File: src/rtl/adxl355_pkg.sv
// Shared constants and FSM state type for the ADXL355 transaction scheduler.
package adxl355_pkg;

  localparam logic [7:0] CMD_READ_ID   = 8'h01;
  localparam logic [7:0] CMD_READ_XYZ  = 8'h11;
  localparam logic [7:0] CMD_READ_FIFO = 8'h23;
  localparam logic [3:0] LEN_FIFO      = 4'd10;
  localparam int         GUARD_PAD     = 8;

  typedef enum logic [1:0] {
    IDLE = 2'd0,
    SYNC = 2'd1,
    RUN  = 2'd2
  } seq_state_t;

endpackage

File: src/rtl/adxl355_seq_tick.sv
// Sample-rate divider: free-running counter, 1-clk wrap pulse every CLK_HZ/RATE_HZ clk.
// Wrap is combinational on the terminal count; no backpressure, never stalls.
module adxl355_seq_tick #(
  parameter int CLK_HZ  = 40000000,
  parameter int RATE_HZ = 1000
) (
  input  logic clk,
  input  logic rst_n,
  output logic wrap
);

  localparam int PERIOD = CLK_HZ / RATE_HZ;
  localparam int W      = (PERIOD > 1) ? $clog2(PERIOD) : 1;
  localparam logic [W-1:0] LAST = W'(PERIOD - 1);

  logic [W-1:0] cnt;

  assign wrap = (cnt == LAST);

  always_ff @(posedge clk or negedge rst_n) begin
    if (!rst_n) begin
      cnt <= '0;
    end else if (wrap) begin
      cnt <= '0;
    end else begin
      cnt <= cnt + 1'b1;
    end
  end

endmodule

File: src/rtl/adxl355_seq.sv
// ADXL355 scheduler: periodic FIFO reads vs one-shot host commands, owns BRAM ring wraddr; sync 2 clk after a tick.
// Syncs are held off by direct access and until the first tick; ADXL355_SEQ_WATCHDOG_EN adds the stall port.
module adxl355_seq
  import adxl355_pkg::*;
#(
  parameter int CLK_HZ    = 40000000,
  parameter int RATE_HZ   = 1000,
  parameter int ADDR_BITS = 10
) (
  input  logic                 clk,
  input  logic                 rst_n,
  input  logic                 clk_en,
  input  logic                 enable,
  input  logic                 direct_req,
  input  logic                 direct_en,
  input  logic                 host_req,
  input  logic [7:0]           host_cmd,
  input  logic [3:0]           host_len,
  output logic                 host_ack,
  output logic                 sync,
  output logic [7:0]           cmd,
  output logic [3:0]           len,
  input  logic                 wr16,
  output logic [ADDR_BITS-1:0] wraddr,
  input  logic [ADDR_BITS-1:0] rdaddr,
  output logic                 half,
  output logic                 overrun,
  output logic [7:0]           missed,
`ifdef ADXL355_SEQ_WATCHDOG_EN
  output logic                 stall,
`endif
  output logic                 direct_req_q
);

  seq_state_t state, state_nx;

  logic                 wrap, armed, blocked;
  logic                 tick_pend, host_pend, cur_host;
  logic                 go_tick, go_host, done, wake;
  logic                 clr_tick, drop_wrap, drop_blk;
  logic [8:0]           missed_sum;
  logic [7:0]           host_cmd_q, guard;
  logic [3:0]           host_len_q;
  logic [ADDR_BITS-1:0] wr_next;

  adxl355_seq_tick #(.CLK_HZ(CLK_HZ), .RATE_HZ(RATE_HZ)) u_tick (
    .clk  (clk),
    .rst_n(rst_n),
    .wrap (wrap)
  );

  assign blocked = direct_req | direct_en;
  assign go_tick = (state == IDLE) & armed & ~blocked & tick_pend;
  assign go_host = (state == IDLE) & armed & ~blocked & ~tick_pend & host_pend;

  // A wrap landing on the clearing cycle keeps the new tick; only a tick left waiting counts as dropped.
  assign clr_tick   = ((state == IDLE) & blocked) | ((state == SYNC) & ~cur_host);
  assign drop_wrap  = wrap & enable & tick_pend & ~clr_tick;
  assign drop_blk   = (state == IDLE) & blocked & tick_pend;
  assign missed_sum = {1'b0, missed} + {8'd0, drop_wrap} + {8'd0, drop_blk};

  always_comb begin
    state_nx = state;
    sync     = 1'b0;
    done     = 1'b0;
    host_ack = 1'b0;
    case (state)
      IDLE: if (go_tick || go_host) state_nx = SYNC;
      SYNC: begin
        sync     = 1'b1;
        state_nx = RUN;
      end
      RUN: if (clk_en && guard == 8'd1) begin
        done     = 1'b1;
        host_ack = cur_host | wake;
        state_nx = IDLE;
      end
      default: state_nx = IDLE;
    endcase
  end

  always_ff @(posedge clk or negedge rst_n) begin
    if (!rst_n) begin
      state        <= IDLE;
      armed        <= 1'b0;
      tick_pend    <= 1'b0;
      host_pend    <= 1'b0;
      cur_host     <= 1'b0;
      host_cmd_q   <= 8'h00;
      host_len_q   <= 4'd2;
      cmd          <= CMD_READ_FIFO;
      len          <= LEN_FIFO;
      guard        <= 8'd0;
      missed       <= 8'd0;
      direct_req_q <= 1'b0;
    end else begin
      state <= state_nx;
      // The reader may still be finishing a pre-reset sequence; hold off until a full period has passed.
      if (wrap) armed <= 1'b1;

      if (wrap && enable) tick_pend <= 1'b1;
      else if (clr_tick)  tick_pend <= 1'b0;
      missed <= missed_sum[8] ? 8'hFF : missed_sum[7:0];

      if (host_req) begin
        host_pend  <= 1'b1;
        host_cmd_q <= host_cmd;
        host_len_q <= (host_len < 4'd2) ? 4'd2 : host_len;
      end else if (state == SYNC && cur_host) begin
        host_pend <= 1'b0;
      end

      if (state == IDLE) direct_req_q <= direct_req;
      if (go_tick) begin
        cmd      <= CMD_READ_FIFO;
        len      <= LEN_FIFO;
        cur_host <= 1'b0;
      end else if (go_host) begin
        cmd      <= host_cmd_q;
        len      <= host_len_q;
        cur_host <= 1'b1;
      end

      if (state == SYNC)                guard <= {len, 4'd0} + 8'(GUARD_PAD);
      else if (state == RUN && clk_en)  guard <= guard - 8'd1;
    end
  end

  assign wr_next = wraddr + 1'b1;

  always_ff @(posedge clk or negedge rst_n) begin
    if (!rst_n) begin
      wraddr  <= '0;
      half    <= 1'b0;
      overrun <= 1'b0;
    end else begin
      half <= wr16 & (&wraddr[ADDR_BITS-2:0]);
      if (wr16) wraddr <= wr_next;
      if (wr16 && wr_next == rdaddr)          overrun <= 1'b1;
      else if (host_req && host_cmd == 8'h00) overrun <= 1'b0;
    end
  end

`ifdef ADXL355_SEQ_WATCHDOG_EN
  logic       wr_seen;
  logic [1:0] stall_run;

  // Fourth consecutive empty periodic read wakes the CPU through host_ack.
  assign wake = done & ~cur_host & ~wr_seen & (stall_run == 2'd3);

  always_ff @(posedge clk or negedge rst_n) begin
    if (!rst_n) begin
      wr_seen   <= 1'b0;
      stall_run <= 2'd0;
      stall     <= 1'b0;
    end else begin
      if (state == SYNC)             wr_seen <= 1'b0;
      else if (state == RUN && wr16) wr_seen <= 1'b1;
      if (done && !cur_host) begin
        if (wr_seen) begin
          stall_run <= 2'd0;
        end else begin
          stall     <= 1'b1;
          stall_run <= stall_run + 2'd1;
        end
      end
    end
  end
`else
  assign wake = 1'b0;
`endif

endmodule

File: config.mk
export PLATFORM = sky130hd
export DESIGN_NAME = adxl355_seq
export DESIGN_NICKNAME = d
export VERILOG_FILES = /design/src/rtl/adxl355_pkg.sv /design/src/rtl/adxl355_seq_tick.sv /design/src/rtl/adxl355_seq.sv
export SDC_FILE = /design/constraint.sdc
export NUM_CORES = 1
export LEC_CHECK = 0
export CAP_MARGIN = 25
export CELL_PAD_IN_SITES_DETAIL_PLACEMENT = 0
export CELL_PAD_IN_SITES_GLOBAL_PLACEMENT = 1
export CORE_ASPECT_RATIO = 1.4
export CORE_MARGIN = 1
export CORE_UTILIZATION = 35
export CTS_CLUSTER_DIAMETER = 200
export DETAILED_ROUTE_END_ITERATION = 10
export GPL_TIMING_DRIVEN = 0
export PLACE_DENSITY = 0.79
export RECOVER_POWER = 50
export SETUP_SLACK_MARGIN = 0.15
export SLEW_MARGIN = 15
export SYNTH_ARGS = -nofsm -noshare
export SYNTH_HDL_FRONTEND = slang
export SYNTH_SLANG_ARGS = --single-unit
File: constraint.sdc
create_clock -name clk -period 3.02 [get_ports clk]
set_input_delay 0.604 -clock clk [delete_from_list [all_inputs] [get_ports clk]]
set_output_delay 0.604 -clock clk [all_outputs]
set_load 0.02 [all_outputs]
* After elaboration in Yosys (flattened, before gate mapping)
Index checks and enable logic that the tools add are counted.
** Cells by class
- Add/subtract/negate cells :: 6
- Magnitude comparators :: 1
- Equality and inequality tests :: 7
- Multiplexer cells :: 23
- Bitwise gates (word level) :: 18
- Reductions and logical operators :: 16
** Operator list (number)
- $mux 8 :: 5
- $add 16x1->16 const B :: 1
- $eq 16x16->1 const B :: 1
- $mux 16 :: 1
- $and 1x1->1 :: 12
- $mux 4 :: 3
- $mux 1 :: 11
- $add 10x1->10 const B :: 1
- $eq 10x10->1 :: 1
- $reduce_bool 2->1 :: 5
- $add 8x1->9 :: 1
- $add 9x1->9 :: 1
- $reduce_and 9->1 :: 1
- $add 8x4->8 const B :: 1
- $eq 8x1->1 const B :: 1
- $logic_not 8->1 :: 1
- $sub 8x1->8 const B :: 1
- $logic_and 1x1->1 :: 6
- $pmux 2 s3 :: 1
- $lt 4x2->1 const B :: 1
- $mux 2 :: 2
- $not 1->1 :: 4
- $eq 2x1->1 const B :: 1
- $eq 2x2->1 const B :: 1
- 6 further kinds :: 7
** Word-level totals
- Register bits after elaboration :: 75
- Bits of input ports :: 30
- Output and inout bits :: 35
- Word-level logic and storage cells :: 87

* Logic depth before layout (Yosys ltp)
Gate-level depths: netlist (run 1).
- Depth in word-level cells :: 8
- Depth in mapped cells :: 12

* Modules after synthesis
A second synthesis (run 1) with hierarchy kept.
** Unflattened totals
- Cell total of the unflattened synthesis :: 312
- Area total of the unflattened synthesis :: 3530.9 µm²
** Modules (own cells, without submodules)
- adxl355_seq :: instances 1, cells each 243, area each 2787.7 µm², seq. area each 1483.9 µm²
- adxl355_seq_tick :: instances 1, cells each 69, area each 743.2 µm², seq. area each 400.4 µm²

* Worst setup path before layout (run 1)
Ideal clock, no wire load.
- Kind :: reg2reg
- From :: register u_tick.cnt[0]
- To :: register missed[1]
- Arrival time :: 2.408 ns
- Required time :: 2.949 ns
- Slack :: 0.541 ns
- Cell stages (with the launch flop) :: 13
- Period minus slack after synthesis :: 2.479 ns
- Cell sequence :: dfrtp_1 -> ha_1 -> nand2_1 -> or2_4 -> nor4_1 -> nand4_1 -> fa_1 -> inv_1 -> ha_1 -> nand2_1 -> nor2_1 -> nand3_1 -> nand2b_1
** Between the ends
- Word-level cells in the longest chain between the ends :: 7
** RTL lines
- from (decl) :: RTL line adxl355_seq_tick.sv:16 : logic [W-1:0] cnt;
- from (signal assigned) :: RTL line adxl355_seq_tick.sv:26 : cnt <= cnt + 1'b1;
- $eq 16x16->1 :: RTL line adxl355_seq_tick.sv:18 : assign wrap = (cnt == LAST);
- $and 1x1->1 (3 in series) :: RTL line adxl355_seq.sv:58 : assign drop_wrap = wrap & enable & tick_pend & ~clr_tick;
- $add 8x1->9 :: RTL line adxl355_seq.sv:60 : assign missed_sum = {1'b0, missed} + {8'd0, drop_wrap} + {8'd0, drop_blk};
- $add 9x1->9 :: RTL line adxl355_seq.sv:60
- $mux 8 :: RTL line adxl355_seq.sv:103 : missed <= missed_sum[8] ? 8'hFF : missed_sum[7:0];
- to (signal assigned) :: RTL line adxl355_seq.sv:103
- to (decl) :: RTL line adxl355_seq.sv:28 : output logic [7:0] missed,
No other way between the ends.
A chain may end at the register's enable or synchronous reset.

* Final worst setup path (run 1)
Ends and elaborated chain as after synthesis.

==> impl_metrics.tcl, run 1 <==
set metrics [dict create \
    switchingPower_uw 768.8 \
    synth_fp_nets 360 \
    drive_gt1_frac 0.1343 \
    cp.arrival_ps 2980 \
    synth_top_area_frac 0.4890 \
    cts_root_buf "clkbuf_16" \
    cts_max_path_buffers 2 \
    cts.sinks 75 \
    max_freq_ghz 0.3678 \
    antenna_left 0 \
    ir_drop_v 0.0004113 \
    yosys.area_share.adder 0.02693 \
    maxSlewHeadroom 0.03288 \
    final_cell_mix "69 x dfrtp_1, 53 x clkdlybuf4s50_1, 34 x nor2_1" \
    grt_start_max_net_pins 52 \
    ys_ff_latch 75 \
    skew_ps 11.04 \
    insertedDiodeCount 0 \
    worst_path_dominant_cell_family "simple AND/OR/NAND/NOR gates" \
    dpl.hpwl_mm 5.444 \
    synth_cell_types 46 \
    synthTopCellsByArea "dfrtp_1 49%, xnor2_1 6.4%, dfstp_2 4.5%, mux2_2 4.5%, xor2_1 4.5%" \
    numCtsBuffers 9 \
    drv_cap 0 \
    wl_per_cell_um 13.60 \
    post-route-period-util 0.9002 \
    place_ws_ps 19.61 \
    vias 2592 \
    period_needed_ps 2719 \
    ios 65 \
    synth_top_family_by_area "simple AND/OR/NAND/NOR gates" \
    grt_usage 0.1572 \
    portBuffers 62 \
    htreeDepth 3 \
    syn2layout_area_growth_pct 33.13 \
    cts.clk_slew.worst_paths_ps 60 \
    synth_cells 323 \
    p_sw_frac 0.2713 \
    initial_utilization 0.3586 \
    final_net_count 434 \
    crit_path_max_fanout 6 \
    synth.area.mux_share 0.04465 \
    synth-simple-area-share 0.1832 \
    synth_compound_area_frac 0.08150 \
    clkLatencyLatePin_ps 330 \
    yosys_warnings 0 \
    synth_xor_area_frac 0.1091 \
    finalHoldViolCount 0 \
    worstSetupEndpointType "flip-flop" \
    tightest_slew_ps 1451 \
    startpoint_type "flip-flop" \
    die_width_um 86.89 \
    wl_mm 7.302 \
    grt_overflow 0 \
    hold_path_class "flip-flop to flip-flop" \
    rrSetupSlack_ps 300 \
    dieArea_sq_um 10500 \
    synth_area_per_cell_sq_um 10.93 \
    path_cells "ha_1 -> nand2_1 -> or2_4 -> nor4_2 -> nand4_1 -> fa_1 -> inv_1 -> ha_2 -> nand2_1 -> nor2_2 -> nand3_4 -> nand2b_1" \
    coreArea_sq_um 9846 \
    finalSetupViolCount 0 \
    power_frac_comb 0.180 \
    cp_slowest_stage_delay_ps 410 \
    antenna_found_initial 0 \
    pwr-share-seq 0.405 \
    post-cts-setup-buffer-count 0 \
    nFillCells 912 \
    ys_seq_area_frac 0.5337 \
    finalMaxSlewViolations 0 \
    leakage_uw 0.001977 \
    gp_congestion 0.8308 \
    layout_commonest_cell "dfrtp_1" \
    die_h_um 120.8 \
    first_pass_iters 4 \
    synth_top_area_cell "dfrtp_1" \
    path_buf_inv 1 \
    critical_path_class "flip-flop to flip-flop" \
    rows 43 \
    cts_tree "yes" \
    synthesis.area_sq_um 3531 \
    p_clk_frac 0.414 \
    drt_first_iter_violations 127 \
    cpMostUsedCell "nand2_1" \
    p_total_uw 2833 \
    critPathSlowestCell "dfrtp_1" \
    grt_pass1_vias 2714 \
    critical_path_required_ps 3290 \
    grt_first_pass_wirelength_mm 12.61 \
    cellPowerDensity_nw_per_um2 602.7 \
    rsz0062_at_grt "false" \
    via_per_inst 4.827 \
    fin_ws_ps 301.3 \
    p_int_uw 2064 \
    status "completed" \
    drc 0 \
]
==> layout make-up <==
type	count	area [sq um]	share of cell area
clock inverter	7	106.4	0.02262
timing repair buffer	63	644.4	0.1371
tap	135	168.9	0.03593
inverter	7	26.28	0.005590
clock buffer	9	225.2	0.04791
buffer	8	47.55	0.01011
multi-input combinational	233	1598	0.3399
sequential	75	1884	0.4009
==> what timing repair did <==
item / CTS / global route
hold buffers: 0 / 0
gates resized for setup: 2 / 7
pin swaps: 1 / 0
endpoints found under the setup margin: 6 / 9
==> stage by stage <==
step	std cells	utilization	instance area, sq um	hold WS, ps	setup TNS (ps)
global placement	520	0.4388	4320	446.6	-89140
CTS	537	0.4758	4684	194.7	0
detailed placement	521	0.4414	4345	466.4	0
global route	537	0.4774	4701	497.0	0
finish	537	0.4774	4701	474.7	0
floorplan	323	-	3531	308.4	0
==> final timing paths <==
| path | start | end | cells after the start |
|---|---|---|---|
| worst max-delay path | u_tick.cnt[0]$_DFF_PN0_ | missed[1]$_DFF_PN0_ | 12 |
| worst min-delay path | armed$_DFFE_PN0N_ | armed$_DFFE_PN0N_ | 1 |
| worst max register to register | u_tick.cnt[0]$_DFF_PN0_ | missed[1]$_DFF_PN0_ | 12 |
| worst min register to register | armed$_DFFE_PN0N_ | armed$_DFFE_PN0N_ | 1 |
| max in group asynchronous | rst_n | cmd[0]$_DFFE_PN1P_ | 2 |
| min in group asynchronous | rst_n | guard[1]$_DFFE_PN0P_ | 1 |
==> logic make-up after synthesis <==
logic type,count (synthesis)
multiplexers,14
adder cells (fa/ha/maj),7
AO/OA/AOI/OAI,38
flip-flops,75
XOR/XNOR,44
buffers and inverters,15
AND/OR/NAND/NOR,130
==> power by group through the flow <==
stage | combinational [uW] | clock, uW | sequential [uW]
finish | 511 | 1170 | 1150
detailed placement | 520 | 0 | 1160
global placement | 508 | 0 | 1170
floorplan | 248 | 0 | 1210
global route | 560 | 1240 | 1160
CTS | 520 | 1200 | 1150
==> worst reg2reg max path, delay by kind of cell (launching register included) <==
kind                     cells  cell delay [ps]
AND/OR/NAND/NOR              8             1310
adder cells (fa/ha/maj)      3              860
flip-flops                   1              410
buffers and inverters        1              100
==> Yosys cell counts, drive strengths merged <==
library cell / number
xnor2: 26
buf: 4
dfrtp: 69
nor3: 7
nor2: 36
nand2: 33
xor2: 18
a22o: 10
a211o: 1
ha: 6
dfstp: 6
o211ai: 2
and2b: 2
nand3: 22
clkbuf: 4
and3: 3
and2: 1
a221o: 2
a21o: 2
or2: 4
nor4: 6
inv: 6
clkinv: 1
o21ai: 4
o22a: 5
o31ai: 2
mux2: 14
nand4: 9
nand2b: 4
nand3b: 1
fa: 1
or4: 2
a21oi: 8
o311ai: 2
==> sequential cells by signal, indices dropped and copies added (netlist names), 2 cells and up <==
name	count
cmd	8
wraddr	10
host_cmd_q	8
state	2
guard	8
missed	8
host_len_q	4
len	4
u_tick.cnt	16
==> routing by layer <==
layer / up-vias / routed length (um) / track usage
met3: 11 / 237 / 0.02935
met4: 0 / 163 / 0.08021
met2: 53 / 3790 / 0.2648
li1: 1277 / - / -
met1: 1251 / 3111 / 0.1892
met5: - / 0 / 0
Power figures use the tool's default switching activity.
==> run 2, diff against run 1 <==
GPL_TIMING_DRIVEN = unset   (was 0)
==> run 2 against run 1 <==
Setup slack better by 13 ps. Clock power down 4%. Flip-flop and latch count unchanged. Final cell count down 0.74%. Critical path type is now input pin to primary output. Largest power group is now sequential cells.
==> impl_metrics.tcl, run 2 (same netlist as run 1, synthesis figures left out) <==
set metrics [dict create \
    clkLatencyLatePin_ps 330 \
    placed_cell_area_sq_um 4290 \
    rsz0062_at_grt "false" \
    grt_first_pass_wirelength_mm 12.96 \
    fin_area_sq_um 4641 \
    grt_pass1_vias 2809 \
    leakage_uw 0.001919 \
    tns_ps 0 \
    p_total_uw 2765 \
    cts_tree "yes" \
    die_width_um 86.89 \
    final_cell_mix "69 x dfrtp_1, 59 x clkdlybuf4s50_1, 34 x nor2_1" \
    die_h_um 120.8 \
    layout_commonest_cell "dfrtp_1" \
    htreeDepth 3 \
    vias 2614 \
    finalMaxSlewViolations 0 \
    dieArea_sq_um 10500 \
    skew_ps 9.141 \
    finalSetupViolCount 0 \
    dpl.hpwl_mm 5.412 \
    register_area_sq_um 1884 \
    post-route-util 0.4713 \
    cp.arrival_ps 2100 \
    wl_per_cell_um 13.96 \
    first_pass_iters 4 \
    hold_buffers 0 \
    cts_root_buf "clkbuf_16" \
    status "completed" \
    numCtsBuffers 9 \
    portBuffers 64 \
    cellPowerDensity_nw_per_um2 595.9 \
    initial_utilization 0.3586 \
    antenna_found_initial 0 \
    cts.sinks 75 \
    cts.clk_slew.worst_paths_ps 50 \
    multi_input_area_sq_um 1594 \
    grt_start_max_net_pins 76 \
    wl_mm 7.441 \
    ir_drop_v 0.0003961 \
    maxSlewHeadroom 0.05054 \
    ios 65 \
    critical_path_class "input pin to primary output" \
    grt_overflow 0 \
    startpoint_type "input pin" \
    antenna_left 0 \
    drt_first_iter_violations 128 \
    nFillCells 932 \
    hold_ws_ps 374.6 \
    syn2layout_area_growth_pct 31.43 \
    critical_path_required_ps 2420 \
    final_net_count 430 \
    cts_max_path_buffers 2 \
    insertedDiodeCount 0 \
    finalHoldViolCount 0 \
    max_freq_ghz 0.3696 \
    via_per_inst 4.904 \
    drv_cap 0 \
    coreArea_sq_um 9846 \
    gp_congestion 0.8150 \
    worstSetupEndpointType "primary output" \
    top_regs "u_tick.cnt: 16 flops, wraddr: 10 flops" \
    crit_path_max_fanout 7 \
    regMostFlops "u_tick.cnt" \
    largest_reg_flops 16 \
    hold_path_class "input pin to asynchronous set/reset pin" \
    period_needed_ps 2706 \
    drive_gt1_frac 0.1256 \
    rows 43 \
    drc 0 \
    post-route-period-util 0.8959 \
    grt_usage 0.1612 \
    tightest_slew_ps 1424 \
]
-- run 2: what timing repair did --
action,in CTS,in global routing
gates resized for setup,0,8
setup endpoints to repair,0,8
buffers inserted,0,2
-- run 2: power by group --
group	switching (uW)	internal [uW]
registers	105	1070
clock network	398	722
logic	225	244
total	728	2040
-- run 2: per-stage QoR --
step / std cells / setup slack, ps
2_1_floorplan: 323 / 540.9
3_3_place_gp: 514 / 165.9
3_5_place_dp: 514 / 165.9
4_1_cts: 530 / 163.0
5_1_grt: 533 / 117.7
6_report: 533 / 314.3
-- run 2: layout make-up --
type | instances | share of cell area
Clock buffer | 11 | 0.05015
Sequential cell | 75 | 0.4060
Multi-Input combinational cell | 233 | 0.3435
Inverter | 7 | 0.005662
Clock inverter | 5 | 0.01726
Tap cell | 135 | 0.03640
Timing Repair Buffer | 67 | 0.1410
-- run 2: per-layer routing --
layer,track usage,routed length [um]
met1,0.1792,2982
met2,0.2825,3914
met3,0.04710,392
met4,0.06771,151
met5,0,0
-- run 2: worst max-delay path, stage by stage --
cell and delay [ps]:
dlygate4sd3_1 680, nand3_1 120, nor2_1 100, clkdlybuf4s50_1 600
-- run 2: path summary, 6_finish.rpt --
path / start / to / cells after the start / slack [ps]
max in group asynchronous: rst_n / wraddr[8]$_DFFE_PN0P_ / 2 / 740
worst min register to register: armed$_DFFE_PN0N_ / armed$_DFFE_PN0N_ / 1 / 460
min in group clk: armed$_DFFE_PN0N_ / armed$_DFFE_PN0N_ / 1 / 460
worst max-delay path: clk_en / host_ack / 4 / 310
worst max register to register: u_tick.cnt[0]$_DFF_PN0_ / missed[1]$_DFF_PN0_ / 12 / 370
worst min-delay path: rst_n / u_tick.cnt[13]$_DFF_PN0_ / 1 / 370
==> run 3, diff against run 2 <==
DONT_BUFFER_PORTS = 1   (was unset)
PLACE_DENSITY = 0.68   (was 0.79)
==> run 3 against run 2 <==
The flow now finishes with violations (capacitance limit, slew limit). Final area shrank 15%. Maximum frequency rose by 1.1%. Register-to-register slack worse by 30 ps. Count of clock-buffer cells in the layout increased by 2. Sequential share of layout area rose by 7.1 points. Highest routed layer unchanged.
==> impl_metrics.tcl, run 3 (same netlist as run 1, synthesis figures left out) <==
set metrics [dict create \
    status "finished, violations left" \
    violations "capacitance limit, slew limit" \
    period_needed_ps 2676 \
    dieArea_sq_um 10500 \
    cts_root_buf "clkbuf_16" \
    grt_pass1_vias 2384 \
    die_width_um 86.89 \
    crit_start "u_tick.cnt[8]$_DFF_PN0_" \
    wl_per_cell_um 15.16 \
    finalSetupViolCount 0 \
    path_cells "or4_1 -> nor4_1 -> nand4_1 -> fa_1 -> inv_1 -> ha_1 -> nand2_1 -> nor2_2 -> nand3_2 -> nand2b_1" \
    layout_commonest_cell "dfrtp_1" \
    antenna_left 0 \
    numCtsBuffers 9 \
    regMostFlops "u_tick.cnt" \
    final_net_count 365 \
    portBuffers 0 \
    drc 0 \
    clkLatencyLatePin_ps 330 \
    rsz0062_at_grt "false" \
    maxSlewHeadroom -0.1269 \
    vias 2349 \
    startpoint_type "flip-flop" \
    initial_utilization 0.3586 \
    leakage_uw 0.001670 \
    worstSetupEndpointType "flip-flop" \
    grt_usage 0.1486 \
    finalHoldViolCount 0 \
    finalMaxSlewViolations 70 \
    critPathSlowestCell "or4_1" \
    htreeDepth 3 \
    cts_tree "yes" \
    nFillCells 1003 \
    first_pass_iters 4 \
    top_regs "u_tick.cnt: 16 flops, wraddr: 10 flops" \
    gp_congestion 0.7167 \
    p_total_uw 2501 \
    rrSetupSlack_ps 340 \
    insertedDiodeCount 0 \
    cp_slowest_stage_delay_ps 600 \
    cts_max_path_buffers 2 \
    hold_path_class "input pin to asynchronous set/reset pin" \
    largest_reg_flops 16 \
    cp.arrival_ps 2940 \
    via_per_inst 5.019 \
    cts.sinks 75 \
    drv_cap 1 \
    crit_path_max_fanout 6 \
    die_h_um 120.8 \
    rows 43 \
    tightest_slew_ps 1690 \
    critical_path_required_ps 3280 \
    r2r_cells 10 \
    critical_path_class "flip-flop to flip-flop" \
    cellPowerDensity_nw_per_um2 633.4 \
    drive_gt1_frac 0.1381 \
    cts.clk_slew.worst_paths_ps 60 \
    grt_overflow 0 \
    grt_start_max_net_pins 70 \
    ir_drop_v 0.0004245 \
    dpl.hpwl_mm 4.989 \
    syn2layout_area_growth_pct 11.84 \
    r2r-start "u_tick.cnt[8]$_DFF_PN0_" \
    grt_first_pass_wirelength_mm 11.74 \
    post-route-period-util 0.8862 \
    ios 65 \
    wl_mm 7.095 \
    antenna_found_initial 0 \
    coreArea_sq_um 9846 \
    cp-endpoint "missed[1]$_DFF_PN0_" \
    tns_ps 0 \
    final_cell_mix "69 x dfrtp_1, 35 x nor2_1, 33 x nand2_1" \
    skew_ps 7.693 \
    r2r_end "missed[1]$_DFF_PN0_" \
    drt_first_iter_violations 87 \
    max_freq_ghz 0.3737 \
]
-- run 3: worst max-delay path, delay by kind of cell, from the launching register on --
| kind | cells | cell delay (ps) |
|---|---|---|
| adder cells (fa/ha/maj) | 2 | 590 |
| flip-flops | 1 | 410 |
| buffers and inverters | 1 | 80 |
| AND/OR/NAND/NOR | 7 | 1520 |
-- run 3: where the power goes --
part | internal (uW) | leakage, uW | total, uW | switching [uW]
registers | 1070 | 0.000937 | 1240 | 170
logic | 135 | 0.000601 | 259 | 125
clock network | 603 | 0.000132 | 1000 | 399
-- run 3: through the flow --
step / hold slack (ps) / setup slack, ps / instance area (sq um) / utilization / std cells
after floorplan: 308.4 / 540.9 / 3531 / - / 323
after global placement: 314.7 / 323.5 / 3652 / 0.3709 / 450
after detailed placement: 314.7 / 235.1 / 3652 / 0.3709 / 450
after CTS: 98.83 / 229.9 / 3964 / 0.4026 / 467
after global routing: 93.35 / 154.1 / 3949 / 0.4011 / 468
final: 111.7 / 343.7 / 3949 / 0.4011 / 468
-- run 3: area by class of cell --
cell class | instances | area (sq um) | area share
Sequential cell | 75 | 1884 | 0.4772
Multi-Input combinational cell | 233 | 1573 | 0.3983
Clock inverter | 3 | 23.77 | 0.006020
Clock buffer | 13 | 260.3 | 0.06591
Inverter | 7 | 26.28 | 0.006654
Timing Repair Buffer | 2 | 12.51 | 0.003169
Tap cell | 135 | 168.9 | 0.04278
-- run 3: worst min-delay path by stage --
stage | from | end | slack (ps) | depth (start not counted)
after floorplan | rst_n | armed$_DFFE_PN0N_ | 310 | 0
after global placement | rst_n | guard[0]$_DFFE_PN0P_ | 310 | 0
after detailed placement | rst_n | guard[1]$_DFFE_PN0P_ | 310 | 0
after CTS | rst_n | host_len_q[1]$_DFFE_PN1P_ | 100 | 0
after global routing | rst_n | host_len_q[1]$_DFFE_PN1P_ | 90 | 0
final | rst_n | host_len_q[1]$_DFFE_PN1P_ | 110 | 0
-- run 3: timing repair --
item	4_1_cts	5_1_grt
setup buffers	0	1
endpoints found under the setup margin	0	6
endpoints found under the hold margin	69	0
hold buffers	1	0
resized for setup	0	3
-- run 3: routing by layer --
metal,wire length (um),part of all wire,GRT usage,up-vias
li1,-,-,-,1138
met1,2985,0.42,0.1760,1149
met2,3537,0.50,0.2362,55
met3,456,0.064,0.05529,7
met4,116,0.016,0.06979,0
met5,0,0,0,-
